## config.mk

```make
export PLATFORM = sky130hd
export DESIGN_NAME = keccak_nonce_scanner
export DESIGN_NICKNAME = d
export VERILOG_FILES = /design/src/rtl/keccak_nonce_scanner.sv
export SDC_FILE = /design/constraint.sdc
export NUM_CORES = 2
export LEC_CHECK = 0
export CELL_PAD_IN_SITES_DETAIL_PLACEMENT = 2
export CELL_PAD_IN_SITES_GLOBAL_PLACEMENT = 2
export CORE_AREA = 2 2 655 657
export DETAILED_ROUTE_END_ITERATION = 6
export DIE_AREA = 0 0 657 659
export PLACE_DENSITY_LB_ADDON = 0.1
export SETUP_SLACK_MARGIN = 0.15
export SYNTH_ARGS = -nofsm -noshare
export SYNTH_HDL_FRONTEND = slang
export SYNTH_SLANG_ARGS = --single-unit
```

## constraint.sdc

```tcl
create_clock -name clk -period 5.35 [get_ports clk]
set_clock_uncertainty 0.05 [all_clocks]
set_input_delay 1.07 -clock clk [delete_from_list [all_inputs] [get_ports clk]]
set_output_delay 1.07 -clock clk [all_outputs]
set_load 0.01 [all_outputs]
```

## src/rtl/keccak_nonce_scanner.sv

```systemverilog
// Nonce feeder and target checker wrapped around the keccak512 pipeline.
// Define KECCAK_SCAN_HASHCNT_EN to add the hash_count output.
module keccak_nonce_scanner #(
    parameter int CORE_LATENCY = 50,
    parameter int NONCE_WIDTH  = 32,
    parameter int FIFO_DEPTH   = 4
) (
    input  logic                     clk,
    input  logic                     reset,
    input  logic                     work_load,
    input  logic [511-NONCE_WIDTH:0] work_header,
    input  logic [NONCE_WIDTH-1:0]   start_nonce,
    input  logic [NONCE_WIDTH-1:0]   end_nonce,
    input  logic [63:0]              target,
    output logic [511:0]             core_data,
    input  logic [511:0]             core_hash,
    output logic                     busy,
    output logic                     done,
    output logic                     found_valid,
    input  logic                     found_ready,
    output logic [NONCE_WIDTH-1:0]   found_nonce,
`ifdef KECCAK_SCAN_HASHCNT_EN
    output logic [63:0]              hash_count,
`endif
    output logic [15:0]              drop_count
);

    localparam int PTR_W = $clog2(FIFO_DEPTH);
    localparam int CNT_W = $clog2(CORE_LATENCY + 1) + 1;

    typedef enum logic [1:0] {IDLE, SCAN, DRAIN, DONE} state_t;

    state_t                   state;
    logic [511-NONCE_WIDTH:0] header;
    logic [NONCE_WIDTH-1:0]   end_r;
    logic [NONCE_WIDTH-1:0]   cur_nonce;
    logic [63:0]              target_r;
    logic [CNT_W-1:0]         drain_cnt;

    logic                     core_tag_valid;
    logic [NONCE_WIDTH-1:0]   core_tag_nonce;
    logic [CORE_LATENCY-1:0]  tag_valid;
    logic [NONCE_WIDTH-1:0]   tag_nonce [CORE_LATENCY];

    logic                     hit;
    logic [NONCE_WIDTH-1:0]   hit_nonce;

    logic [NONCE_WIDTH-1:0]   fifo_mem [FIFO_DEPTH];
    logic [PTR_W-1:0]         rd_ptr;
    logic [PTR_W-1:0]         wr_ptr;
    logic [PTR_W:0]           fifo_count;
    logic                     pop;
    logic                     push;
    logic                     hash_hi_unused;

    assign hash_hi_unused = ^core_hash[511:64];

    // core_tag sits beside core_data, mirroring the core's own input register;
    // the CORE_LATENCY-deep line behind it then lines up with core_hash.
    always_ff @(posedge clk) begin
        if (reset) begin
            state          <= IDLE;
            busy           <= 1'b0;
            done           <= 1'b0;
            core_data      <= '0;
            header         <= '0;
            end_r          <= '0;
            target_r       <= '0;
            cur_nonce      <= '0;
            drain_cnt      <= '0;
            core_tag_valid <= 1'b0;
            core_tag_nonce <= '0;
        end else begin
            core_tag_valid <= 1'b0;
            if (work_load) begin
                header    <= work_header;
                end_r     <= end_nonce;
                target_r  <= target;
                cur_nonce <= start_nonce;
                state     <= SCAN;
                busy      <= 1'b1;
                done      <= 1'b0;
            end else begin
                unique case (state)
                    SCAN: begin
                        core_data      <= {header, cur_nonce};
                        core_tag_valid <= 1'b1;
                        core_tag_nonce <= cur_nonce;
                        if (cur_nonce == end_r) begin
                            state     <= DRAIN;
                            drain_cnt <= '0;
                        end else begin
                            cur_nonce <= cur_nonce + NONCE_WIDTH'(1);
                        end
                    end
                    DRAIN: begin
                        if (drain_cnt == CNT_W'(CORE_LATENCY)) begin
                            state <= DONE;
                            busy  <= 1'b0;
                            done  <= 1'b1;
                        end else begin
                            drain_cnt <= drain_cnt + CNT_W'(1);
                        end
                    end
                    default: ;
                endcase
            end
        end
    end

    always_ff @(posedge clk) begin
        if (reset || work_load) begin
            tag_valid <= '0;
        end else begin
            tag_valid <= {tag_valid[CORE_LATENCY-2:0], core_tag_valid};
        end
    end

    always_ff @(posedge clk) begin
        tag_nonce[0] <= core_tag_nonce;
        for (int unsigned i = 1; i < CORE_LATENCY; i++) begin
            tag_nonce[i] <= tag_nonce[i-1];
        end
    end

    always_ff @(posedge clk) begin
        if (reset) begin
            hit       <= 1'b0;
            hit_nonce <= '0;
        end else begin
            hit       <= tag_valid[CORE_LATENCY-1] && (core_hash[63:0] <= target_r);
            hit_nonce <= tag_nonce[CORE_LATENCY-1];
        end
    end

`ifdef KECCAK_SCAN_HASHCNT_EN
    always_ff @(posedge clk) begin
        if (reset) begin
            hash_count <= '0;
        end else if (tag_valid[CORE_LATENCY-1]) begin
            hash_count <= hash_count + 64'd1;
        end
    end
`endif

    assign found_valid = (fifo_count != '0);
    assign found_nonce = fifo_mem[rd_ptr];
    assign pop         = found_valid && found_ready;
    // A pop in the same cycle frees the slot, so a full FIFO still accepts.
    assign push        = hit && ((fifo_count != (PTR_W+1)'(FIFO_DEPTH)) || pop);

    always_ff @(posedge clk) begin
        if (reset) begin
            for (int unsigned i = 0; i < FIFO_DEPTH; i++) begin
                fifo_mem[i] <= '0;
            end
            rd_ptr     <= '0;
            wr_ptr     <= '0;
            fifo_count <= '0;
            drop_count <= '0;
        end else begin
            if (pop) begin
                rd_ptr <= rd_ptr + PTR_W'(1);
            end
            if (push) begin
                fifo_mem[wr_ptr] <= hit_nonce;
                wr_ptr           <= wr_ptr + PTR_W'(1);
            end
            unique case ({push, pop})
                2'b10:   fifo_count <= fifo_count + (PTR_W+1)'(1);
                2'b01:   fifo_count <= fifo_count - (PTR_W+1)'(1);
                default: ;
            endcase
            if (hit && !push && (drop_count != '1)) begin
                drop_count <= drop_count + 16'd1;
            end
        end
    end

endmodule

```

==> run metrics <==
RSZ-0062 raised after global routing false; Max Fclk 227 MHz; antenna violations before repair 190; highest-count cells in the layout ignoring fill and taps dfxtp_1 (2838), clkdlybuf4s50_1 (1236), nand2_1 (1115); Hold EP tag_nonce[17][15]$_DFF_P_; Worst Tran Pin Value 1050 ps; Routed WL per cell around 21 um; DR pass1 iterations 4; worst hold margin 226 ps; dominant register cell in the synthesized netlist dfxtp_1; Seq/Total Area, Yosys between 70 and 80%; Worst EP arrival roughly 3300 ps; Worst setup SP type flop; Synth cell types 63; Worst R2R End cur_nonce[25]$_SDFFE_PP0P_; row count between 200 and 250; VDD IR max between 200 and 300 uV; fillcell total around 46000; min Tclk post-route 4410 ps; post-cts gate resize count 0; share of layout cells above drive strength 1 under 10%; final slew viol count 0; critical path peak fanout 19; gpl congestion between 0.7 and 0.8; crit end category primary output; Chip Height about 660 um; Initial DRC Count 1768; Antenna Nets Post-Route 0; final hold viol count 0; first-pass GRT wire length ~430 mm; hold_sp tag_nonce[16][15]$_DFF_P_; Slew HR 30.0%; CP Class reg2out; Reg area 60700 um2; commonest non-fill, non-tap cell in the layout dfxtp_1; maxcap violations 0; I/O Buffers 1238; DIE AREA between 400000 and 500000 um2; Root Buffer clkbuf_16; Nets around 9400; CTS tree yes; R2R cell count 7; Area Overhead vs Synth 37.6%; Mapped Cells 6889; CTS Buffer Depth 4; H-Tree Depth 5; number of synthesized flops with an enable pin roughly 130; initial core utilization 19.3%; status completed; reg2reg start cur_nonce[0]$_SDFFE_PP0P_; Core ar. 426000 um2; Die W 657 um; async set-reset flop share out of synthesis 0%; HP Class reg2reg; Synth Register Bits 2968; total vias in the final route ~53000; Mapped Nets 8082; Hold Path Depth 0; Setup Viol. Count Final 0; Pleak about 43 nW; final period utilization 82.4%; later-pin clock latency in the skew report about 920 ps; clock slew at reported path FFs 60 ps; hpwl dp 216 mm; Cell Pwr Density 442 nW/um2; routed wire length between 300 and 400 mm; vias in the first global route 57000; IO Pins approximately 1700; r2r setup slk ~2600 ps; average size of a mapped cell roughly 12 um2; Critical Path RT roughly 4200 ps; CTS sink count about 3000; drc violations 0; Ys Warns 0; postcts setup bufs 0; mapped cell area about 82000 um2; total global routing overflow 0; vias per inst around 3.8; largest net degree at the start of global routing around 170; Num CTS Buffers 354; Final TNS setup 0 ps; gr usage total ~14%; Hold-fix buffers, CTS 0; footprint of the multi-input gates between 15000 and 20000 um2
## power breakdown
| group | internal (mW) | switching [mW] |
|---|---|---|
| Combinational | 1.21 | 1.28 |
| Clock | 14.4 | 9.87 |
| Sequential | 23.0 | 0.355 |
| Total | 38.6 | 11.5 |
## worst max-delay path by stage
stage / start / to / slack (ps) / cells past startpoint
3_5_place_dp: found_ready / drop_count[9]$_SDFFE_PP0P_ / 1300 / 7
6_report: flop / found_nonce[18] / 940 / 3
3_3_place_gp: found_ready / drop_count[9]$_SDFFE_PP0P_ / 1330 / 7
2_1_floorplan: found_ready / fifo_mem[1][0]$_SDFFCE_PN0P_ / 1130 / 4
5_1_grt: flop / found_nonce[30] / 630 / 3
4_1_cts: flop / found_nonce[18] / 700 / 3
## per-stage QoR
step	util (%)	total power, mW	setup slack (ps)	std cells	cell area, um2
after CTS	26.6	51.4	702	14200	113000
after floorplan	-	24.8	1130	6889	82300
after global placement	23.8	26.3	1330	13500	101000
after global routing	26.6	52.5	629	14200	113000
final	26.6	50.1	943	14200	113000
after detailed placement	23.8	26.4	1300	13500	101000
## worst max-delay path: stages (launching register included)
cell	delay (ps)
dfxtp_2	700
buf_4	510
mux4_2	640
clkdlybuf4s50_1	530
## metal layers
| metal | track usage [%] | routed length (um) |
|---|---|---|
| met5 | 0 | 882 |
| met4 | 4.19 | 9700 |
| met3 | 5.76 | 27500 |
| met2 | 23.2 | 145000 |
| met1 | 15.2 | 120000 |
## cell usage after synthesis (3+ instances only)
master     count  area share, %
dfxtp_1     2840             69
a21oi_1      552            3.4
or3_1          3          0.023
a211oi_1      32           0.29
a21o_1         6          0.055
xnor2_1       65           0.69
a2111oi_1      3          0.036
o21ai_0       19           0.12
buf_1         54           0.25
o21ai_1        3          0.018
clkbuf_1     281            1.3
edfxtp_1     128            4.7
mux2i_1      578            7.0
nand2b_1       5          0.038
and2_1        85           0.65
a2111oi_0      3          0.032
o211ai_1       3          0.027
xor2_1        17           0.18
nand3_1       23           0.14
and4_1        10           0.11
nor2_1       704            3.2
nor2b_1       34           0.26
o31ai_1        3          0.027
buf_2         15          0.091
a221o_1        3          0.036
nand2_1     1117            5.1
nand4_1       29           0.22
inv_1        113           0.52
mux4_2        32           0.88
nor4_1         3          0.023
nor3_1         8          0.049
a311oi_1       4          0.043
ha_1          68            1.0
and3_1        11          0.084
## cells by family (layout without fill, tap and decap cells)
kind of cell	count (synthesis)	count (layout)	synth area share [%]
DFF	2968	2968	73.7
muxes	610	610	7.90
adders and majority gates	69	69	1.06
AOI/OAI and AO/OA	648	648	4.21
other	0	44	0
xor gates and xnor gates	82	82	0.872
and+or+nand+nor	2046	2046	10.1
buffers and inverters	466	2056	2.17
## sequential cells by signal (all words and copies together), names as in the netlist, named ones only
signal          count
core_data         512
target_r           64
tag_nonce        1600
tag_valid          50
drain_cnt           7
busy                1
done                1
drop_count         16
cur_nonce          32
hit                 1
fifo_count          3
header            480
core_tag_valid      1
hit_nonce          32
fifo_mem          128
rd_ptr              2
wr_ptr              2
end_r              32
state               2
## cell type report
type	count	area share, %
Sequential cell	2968	53.6
Multi-Input combinational cell	3455	17.6
Timing Repair Buffer	1302	11.6
Clock buffer	531	9.20
Tap cell	5687	6.28
Clock inverter	109	1.28
Inverter	114	0.378
Antenna cell	44	0.0972
Power figures use the tool's default switching activity.
